`src/rtl/pipe_hazard_ctrl.sv`:
```
// Hazard and sequencing controller for the 5-stage F/D/E/M/W core: pipeline-register stall/flush,
// E-stage operand forwarding, load-use bubbles, data-memory wait handling and memory-timeout fault.
module pipe_hazard_ctrl #(
    parameter int MEM_TIMEOUT = 255,
    parameter int CNT_W       = 16
) (
    input  logic             clk,
    input  logic             rst,
    input  logic [3:0]       regA_addr_D,
    input  logic [3:0]       regB_addr_D,
    input  logic [3:0]       regA_addr_E,
    input  logic [3:0]       regB_addr_E,
    input  logic [3:0]       regScr_E,
    input  logic             regw_E,
    input  logic             regmem_E,
    input  logic             pcload_E,
    input  logic [3:0]       regScr_M,
    input  logic             regw_M,
    input  logic             memop_M,
    input  logic             mem_ready,
    input  logic [3:0]       regScr_W,
    input  logic             regw_W,
    output logic             stall_F,
    output logic             stall_D,
    output logic             stall_E,
    output logic             stall_M,
    output logic             flush_D,
    output logic             flush_E,
    output logic [1:0]       fwdA_E,
    output logic [1:0]       fwdB_E,
    output logic             mem_err,
    output logic [CNT_W-1:0] stall_cycles
);

    typedef enum logic [1:0] {
        ST_RUN,
        ST_LDSTALL,
        ST_MEMWAIT,
        ST_FAULT
    } state_t;

    localparam logic [15:0] TIMEOUT_LAST = 16'(MEM_TIMEOUT - 1);

    state_t           state_reg, state_next;
    logic [15:0]      wait_cnt_reg, wait_cnt_next;
    logic [CNT_W-1:0] stall_cnt_reg;
    logic             lduse;
    logic             memwait;

    assign lduse   = regmem_E & regw_E & ((regScr_E == regA_addr_D) | (regScr_E == regB_addr_D));
    assign memwait = memop_M & ~mem_ready;

    always_ff @(posedge clk or negedge rst) begin
        if (!rst) begin
            state_reg    <= ST_RUN;
            wait_cnt_reg <= '0;
        end else begin
            state_reg    <= state_next;
            wait_cnt_reg <= wait_cnt_next;
        end
    end

    always_comb begin
        state_next    = state_reg;
        wait_cnt_next = wait_cnt_reg;
        stall_F       = 1'b0;
        stall_D       = 1'b0;
        stall_E       = 1'b0;
        stall_M       = 1'b0;
        flush_D       = 1'b0;
        flush_E       = 1'b0;
        case (state_reg)
            ST_RUN, ST_LDSTALL: begin
                // A memory wait freezes everything, so a branch resolved this cycle is held, not taken.
                if (memwait) begin
                    {stall_F, stall_D, stall_E, stall_M} = 4'b1111;
                    wait_cnt_next = '0;
                    state_next    = ST_MEMWAIT;
                end else if (pcload_E) begin
                    flush_D    = 1'b1;
                    flush_E    = 1'b1;
                    state_next = ST_RUN;
                end else if (lduse && (state_reg == ST_RUN)) begin
                    stall_F    = 1'b1;
                    stall_D    = 1'b1;
                    flush_E    = 1'b1;
                    state_next = ST_LDSTALL;
                end else begin
                    state_next = ST_RUN;
                end
            end
            ST_MEMWAIT: begin
                {stall_F, stall_D, stall_E, stall_M} = 4'b1111;
                if (mem_ready) begin
                    stall_M       = 1'b0;
                    wait_cnt_next = '0;
                    state_next    = ST_RUN;
                end else if (wait_cnt_reg == TIMEOUT_LAST) begin
                    state_next = ST_FAULT;
                end else begin
                    wait_cnt_next = wait_cnt_reg + 16'd1;
                end
            end
            ST_FAULT: begin
                {stall_F, stall_D, stall_E, stall_M} = 4'b1111;
            end
            default: state_next = ST_RUN;
        endcase
        // Held in reset the pipe is kept empty rather than frozen.
        if (!rst) begin
            {stall_F, stall_D, stall_E, stall_M} = 4'b0000;
            flush_D = 1'b1;
            flush_E = 1'b1;
        end
    end

    assign mem_err = (state_reg == ST_FAULT);

    logic [1:0][3:0] src_addr;
    logic [1:0][1:0] fwd_sel;

    assign src_addr[0] = regA_addr_E;
    assign src_addr[1] = regB_addr_E;

    // The younger producer in M beats W when both target the same register.
    for (genvar gi = 0; gi < 2; gi++) begin : g_fwd
        assign fwd_sel[gi] = !rst                                    ? 2'b00 :
                             (regw_M && (regScr_M == src_addr[gi])) ? 2'b10 :
                             (regw_W && (regScr_W == src_addr[gi])) ? 2'b01 : 2'b00;
    end

    assign fwdA_E = fwd_sel[0];
    assign fwdB_E = fwd_sel[1];

    always_ff @(posedge clk or negedge rst) begin
        if (!rst) begin
            stall_cnt_reg <= '0;
        end else if (stall_F && (stall_cnt_reg != {CNT_W{1'b1}})) begin
            stall_cnt_reg <= stall_cnt_reg + 1'b1;
        end
    end

    assign stall_cycles = stall_cnt_reg;

endmodule
```
`config.mk`:
```
export PLATFORM = sky130hd
export DESIGN_NAME = pipe_hazard_ctrl
export DESIGN_NICKNAME = d
export VERILOG_FILES = /design/src/rtl/pipe_hazard_ctrl.sv
export SDC_FILE = /design/constraint.sdc
export NUM_CORES = 1
export LEC_CHECK = 0
export CORE_AREA = 2 2 74 76
export DETAILED_ROUTE_END_ITERATION = 8
export DIE_AREA = 0 0 76 78
export PLACE_DENSITY = 0.72
export REMOVE_ABC_BUFFERS = 1
export SETUP_SLACK_MARGIN = 0.4
export SKIP_CTS_REPAIR_TIMING = 1
export SLEW_MARGIN = 20
export SYNTH_ARGS = -nofsm -noshare
export SYNTH_HDL_FRONTEND = slang
export SYNTH_SLANG_ARGS = --single-unit
```
`constraint.sdc`:
```
create_clock -name clk -period 1.9 [get_ports clk]
set_input_delay 0.19 -clock clk [delete_from_list [all_inputs] [get_ports clk]]
set_output_delay 0.19 -clock clk [all_outputs]
set_load 0.005 [all_outputs]
```
==> metrics, run 1 <==
status completed; pin count of the biggest net entering global routing 26; Hold WC Path Type input port to async pin; WP data arrival 2060 ps; most common flop cell mapped by yosys dfrtp_1; Routed WL 6610 um; Post-synth EDFFs 0; ratio of cells with drive above 1 in the final layout 0.406; overall die area 0.00593 mm2; Clock Latency Late Sink 300 ps; Final nets 381; Num Clock Sinks 34; Cell Area, Synth 0.00206 mm2; vias in the first global route 1,918; H-tree depth 2; Slowest-stage cell, CP dfrtp_1; crit-path cells a21o_1 -> nand2_2 -> buf_4 -> a221oi_4 -> buf_12 -> buf_12 -> nand4_1 -> xnor2_1; Comb pwr share 0.316; Num CTS Buffers 5; Pins Over Slew Limit 0; worst vdd ir 0.744 mV; max incr delay on CP 430 ps; antenna violations before repair 0; Post-DP Area 0.00306 mm2; # DRC 0; worst-path maximum fanout 7; r2r setup slk 20 ps; clk slew on worst S/H paths 80 ps; total global-route track usage 0.200; period utilisation layout 0.988; Vias 2,082; Initial DRC Count 104; DP Wirelength 4180 um; R2R cell count 8; row count 26; Final Hold Viols 0; height of the die 78 um; Max Fclk 533 MHz; crit path capture type register; sequential share of power 0.341; clock root buffer clkbuf_8; relative slew slack 0.764; Pwr Density 636 mW/mm2; Pint 0.00173 W; Synthesis Warnings 0; Post-Synthesis Cells 211; R2R Path Start state_reg[1]$_DFFE_PN0P_; CP required 2080 ps; initial core utilization 0.408; Port Buf Inserts 63; I/O Pins 64; wire per inst 16.0 um; total gr overflow 0; Fin Setup TNS 0 ps; Pre-Repair DR Iteration Count 4; crit-path most repeated cell buf_12; ys async rst share 1.00; Worst-Margin Slew 353 ps; Worst R2R End stall_cycles[11]$_DFFE_PN0P_; kind of critical path register to register; Clk network pwr share 0.343; leakage power 1.91 nW; commonest non-fill, non-tap cells in the layout buf_4, dfrtp_1, dlymetal6s2s_1; Seq cells post-synth 34; RePlAce Congestion 0.870; Detail Route Antenna Nets 0; Syn-to-layout area delta 82.1%; first-pass GRT wire length 9400 um; most common cell after layout, fill and taps aside buf_4; filler instances 314; RSZ-0062 raised after global routing yes; Longest Clk Path Bufs 2; max cap viols 0; sequential area share after synthesis 0.413; Synth cell types 36; Startpoint Class register; Syn Area/Cell 9.75 um2; Via density 5.05; diode count 0; net switching power 0.000651 W; clock skew 13.0 ps; Die Width 76 um; CP top delay family compound AO/OA/AOI/OAI gates; CP bufs+invs 3; Core Area 0.00504 mm2; Sw Ratio 0.273; Final Instance Area 0.00375 mm2; final setup fails 0; Final min period 1880 ps; CTS tree built
-- worst max path at each step --
| stage | start | endpoint | slack, ps | depth (start not counted) |
|---|---|---|---|---|
| floorplan | stall_cycles[0]$_DFFE_PN0P_ | stall_cycles[1]$_DFFE_PN0P_ | -130 | 5 |
| global placement | regScr_E[1] | stall_D | -440 | 8 |
| detailed placement | regScr_E[1] | flush_E | -530 | 7 |
| CTS | regScr_E[1] | flush_E | -540 | 7 |
| global route | state_reg[1]$_DFFE_PN0P_ | stall_cycles[13]$_DFFE_PN0P_ | -70 | 8 |
| finish | state_reg[1]$_DFFE_PN0P_ | stall_cycles[11]$_DFFE_PN0P_ | 20 | 8 |
-- routing by layer --
layer,vias up,share of wire,GRT usage
met5,-,0,0
met4,0,0.018,0.0745
met3,11,0.037,0.0453
met2,52,0.54,0.326
met1,1029,0.41,0.260
li1,990,-,-
-- worst register-to-register path: stages, from the launching register on --
cell	delay (ps)
dfrtp_1	430
a21o_1	210
nand2_2	120
buf_4	170
a221oi_4	290
buf_12	160
buf_12	130
nand4_1	100
xnor2_1	140
-- per-stage QoR --
stage | util | instances | hold WS, ps | setup slack [ps] | total power (W)
2_1_floorplan | - | 207 | -106 | -129 | 0.00102
3_3_place_gp | 0.606 | 380 | 245 | -439 | 0.00141
3_5_place_dp | 0.606 | 380 | 255 | -534 | 0.00143
4_1_cts | 0.634 | 388 | -71.8 | -536 | 0.00225
5_1_grt | 0.743 | 412 | 38.8 | -66.9 | 0.00250
6_report | 0.743 | 412 | 6.26 | 22.1 | 0.00238
-- kinds of logic after synthesis --
kind of cell | after synthesis | synth area share
AO/OA/AOI/OAI | 15 | 0.0644
adder cells (fa/ha/maj) | 3 | 0.0182
flip-flops | 34 | 0.413
buffers and inverters | 9 | 0.0219
XOR/XNOR | 51 | 0.217
multiplexers | 2 | 0.0109
AND/OR/NAND/NOR | 97 | 0.254
-- power by group through the flow --
| stage | Combinational, W | Sequential (W) | Clock [W] |
|---|---|---|---|
| after floorplan | 0.000175 | 0.000848 | 0 |
| after global placement | 0.000592 | 0.000821 | 0 |
| after detailed placement | 0.000603 | 0.000824 | 0 |
| after CTS | 0.000610 | 0.000810 | 0.000832 |
| after global routing | 0.000821 | 0.000818 | 0.000863 |
| final | 0.000754 | 0.000812 | 0.000818 |
-- layout make-up --
class | count | area (um2) | share of cell area
inverters | 5 | 18.8 | 0.00501
clock inverters | 3 | 68.8 | 0.0184
repair buffers | 127 | 1190 | 0.317
clock buffers | 5 | 68.8 | 0.0184
multi-input cells | 168 | 1460 | 0.391
flip-flops and latches | 34 | 851 | 0.227
well taps | 70 | 87.6 | 0.0234
-- cell usage after synthesis (2+ instances only) --
library cell   n  area, um2
xor2_1        29        254
nor4_2         3       37.5
nor4_1         4       25.0
and3_1         6       37.5
nand3_1       12       60.1
dfrtp_1       34        851
and4_1         5       43.8
clkbuf_1       2       7.51
a21o_1         2       15.0
nand4_1       13       81.3
and2_1         5       31.3
o21ai_1        3       15.0
nor2_1        24       90.1
ha_1           3       37.5
nand2_1       17       63.8
xnor2_1       22        193
mux2_1         2       22.5
o31ai_1        2       15.0
nor3_1         2       10.0
inv_1          5       18.8
(Power assumes the default switching activity.)
==> run 2: changes to the inputs <==
--- a/config.mk
+++ b/config.mk
@@ -6,13 +6,15 @@
 export NUM_CORES = 1
 export LEC_CHECK = 0
 export CORE_AREA = 2 2 74 76
+export CTS_CLUSTER_SIZE = 8
 export DETAILED_ROUTE_END_ITERATION = 8
 export DIE_AREA = 0 0 76 78
 export PLACE_DENSITY = 0.72
 export REMOVE_ABC_BUFFERS = 1
 export SETUP_SLACK_MARGIN = 0.4
 export SKIP_CTS_REPAIR_TIMING = 1
-export SLEW_MARGIN = 20
+export SKIP_LAST_GASP = 1
+export SLEW_MARGIN = 0
 export SYNTH_ARGS = -nofsm -noshare
 export SYNTH_HDL_FRONTEND = slang
 export SYNTH_SLANG_ARGS = --single-unit
==> metrics, run 2 (same netlist as run 1, synthesis figures left out) <==
Final Hold Viols 1; met2 WL post-DR 3530 um; vias in the first global route 1,918; H-tree depth 2; max cap viols 0; CTS tree built; clk slew on worst S/H paths 80 ps; Core Area 0.00504 mm2; DR top layer met4; Pre-Repair DR Iteration Count 4; I/O Pins 64; row count 26; met3 wire len 258 um; crit path capture type register; max incr delay on CP 430 ps; Longest Clk Path Bufs 2; Num CTS Buffers 5; Via density 5.07; Pins Over Slew Limit 0; Slowest-stage cell, CP dfrtp_1; Num Clock Sinks 34; Max Fclk 535 MHz; clock skew 11.2 ps; Post-DP Area 0.00306 mm2; RePlAce Congestion 0.870; # DRC 0; relative slew slack 0.757; fin util 0.739; ratio of cells with drive above 1 in the final layout 0.389; Vias 2,087; Fin Setup TNS 0 ps; status complete, but fails checks; Startpoint Class register; clock root buffer clkbuf_8; Syn-to-layout area delta 81.1%; CP bufs+invs 4; Final min period 1870 ps; initial core utilization 0.408; Initial DRC Count 96; overall die area 0.00593 mm2; WP data arrival 2050 ps; Final nets 381; Hold WC Path Type input port to async pin; final setup fails 0; Die Width 76 um; commonest non-fill, non-tap cells in the layout buf_4, dfrtp_1, dlymetal6s2s_1; Detail Route Antenna Nets 0; antenna violations before repair 0; height of the die 78 um; Final Instance Area 0.00373 mm2; DP Wirelength 4180 um; r2r setup slk 30 ps; Worst-Margin Slew 364 ps; worst-path maximum fanout 7; WHS -0.128 ps; M1 wire length 2670 um; wire per inst 16.1 um; total gr overflow 0; most common cell after layout, fill and taps aside buf_4; kind of critical path register to register; total global-route track usage 0.200; failing checks negative hold slack; RSZ-0062 raised after global routing yes; CP required 2080 ps; crit-path cells a21o_1 -> o21ai_2 -> buf_6 -> buf_4 -> a221oi_4 -> buf_12 -> buf_12 -> nand4_1 -> xnor2_1; Clock Latency Late Sink 300 ps; CP top delay family buffers and inverters; Port Buf Inserts 63; period utilisation layout 0.983; first-pass GRT wire length 9400 um; leakage power 1.92 nW; Routed WL 6620 um; crit-path most repeated cell buf_12; Pwr Density 637 mW/mm2; pin count of the biggest net entering global routing 26; worst vdd ir 0.744 mV; diode count 0
-- run 2: cell count changes in the layout (fill, tap and decap cells not counted), sizes merged --
cell,before,now
buf,70,67
dlymetal6s2s,30,33
-- run 2: area by class of cell --
type	count	area (um2)
Clock buffer	5	68.8
Clock inverter	3	68.8
Fill cell	315	1320
Inverter	5	18.8
Multi-Input combinational cell	168	1450
Sequential cell	34	851
Tap cell	70	87.6
Timing Repair Buffer	127	1180
-- run 2: final timing paths --
check                                                  start                           end  depth (start not counted)
worst max-delay path                state_reg[1]$_DFFE_PN0P_  stall_cycles[11]$_DFFE_PN0P_                          9
worst min-delay path                                     rst   wait_cnt_reg[3]$_DFFE_PN0P_                          2
worst max register to register      state_reg[1]$_DFFE_PN0P_  stall_cycles[11]$_DFFE_PN0P_                          9
worst min register to register  stall_cycles[10]$_DFFE_PN0P_  stall_cycles[10]$_DFFE_PN0P_                          1
max in group asynchronous                                rst   wait_cnt_reg[5]$_DFFE_PN0P_                          3
min in group clk                                   mem_ready  wait_cnt_reg[10]$_DFFE_PN0P_                          5
-- run 2: power breakdown --
part | internal (W) | switching (W)
clock network | 0.000526 | 0.000292
registers | 0.000777 | 0.0000372
logic | 0.000425 | 0.000318
-- run 2: worst register-to-register path: stages, from the launching register on --
cell,delay [ps]
dfrtp_1,430
a21o_1,210
o21ai_2,110
buf_6,120
buf_4,130
a221oi_4,210
buf_12,160
buf_12,130
nand4_1,100
xnor2_1,140
-- run 2: through the flow --
| step | setup WS (ps) | power, W | instances |
|---|---|---|---|
| after global routing | -59.8 | 0.00249 | 412 |
| final | 31.4 | 0.00238 | 412 |
| after global placement | -439 | 0.00141 | 380 |
| after floorplan | -129 | 0.00102 | 207 |
| after detailed placement | -534 | 0.00143 | 380 |
| after CTS | -536 | 0.00225 | 388 |
-- run 2: layer usage --
metal / global-route usage / vias up
met5: 0 / -
met4: 0.0745 / 0
met3: 0.0453 / 14
met2: 0.326 / 53
met1: 0.260 / 1027
li1: - / 993
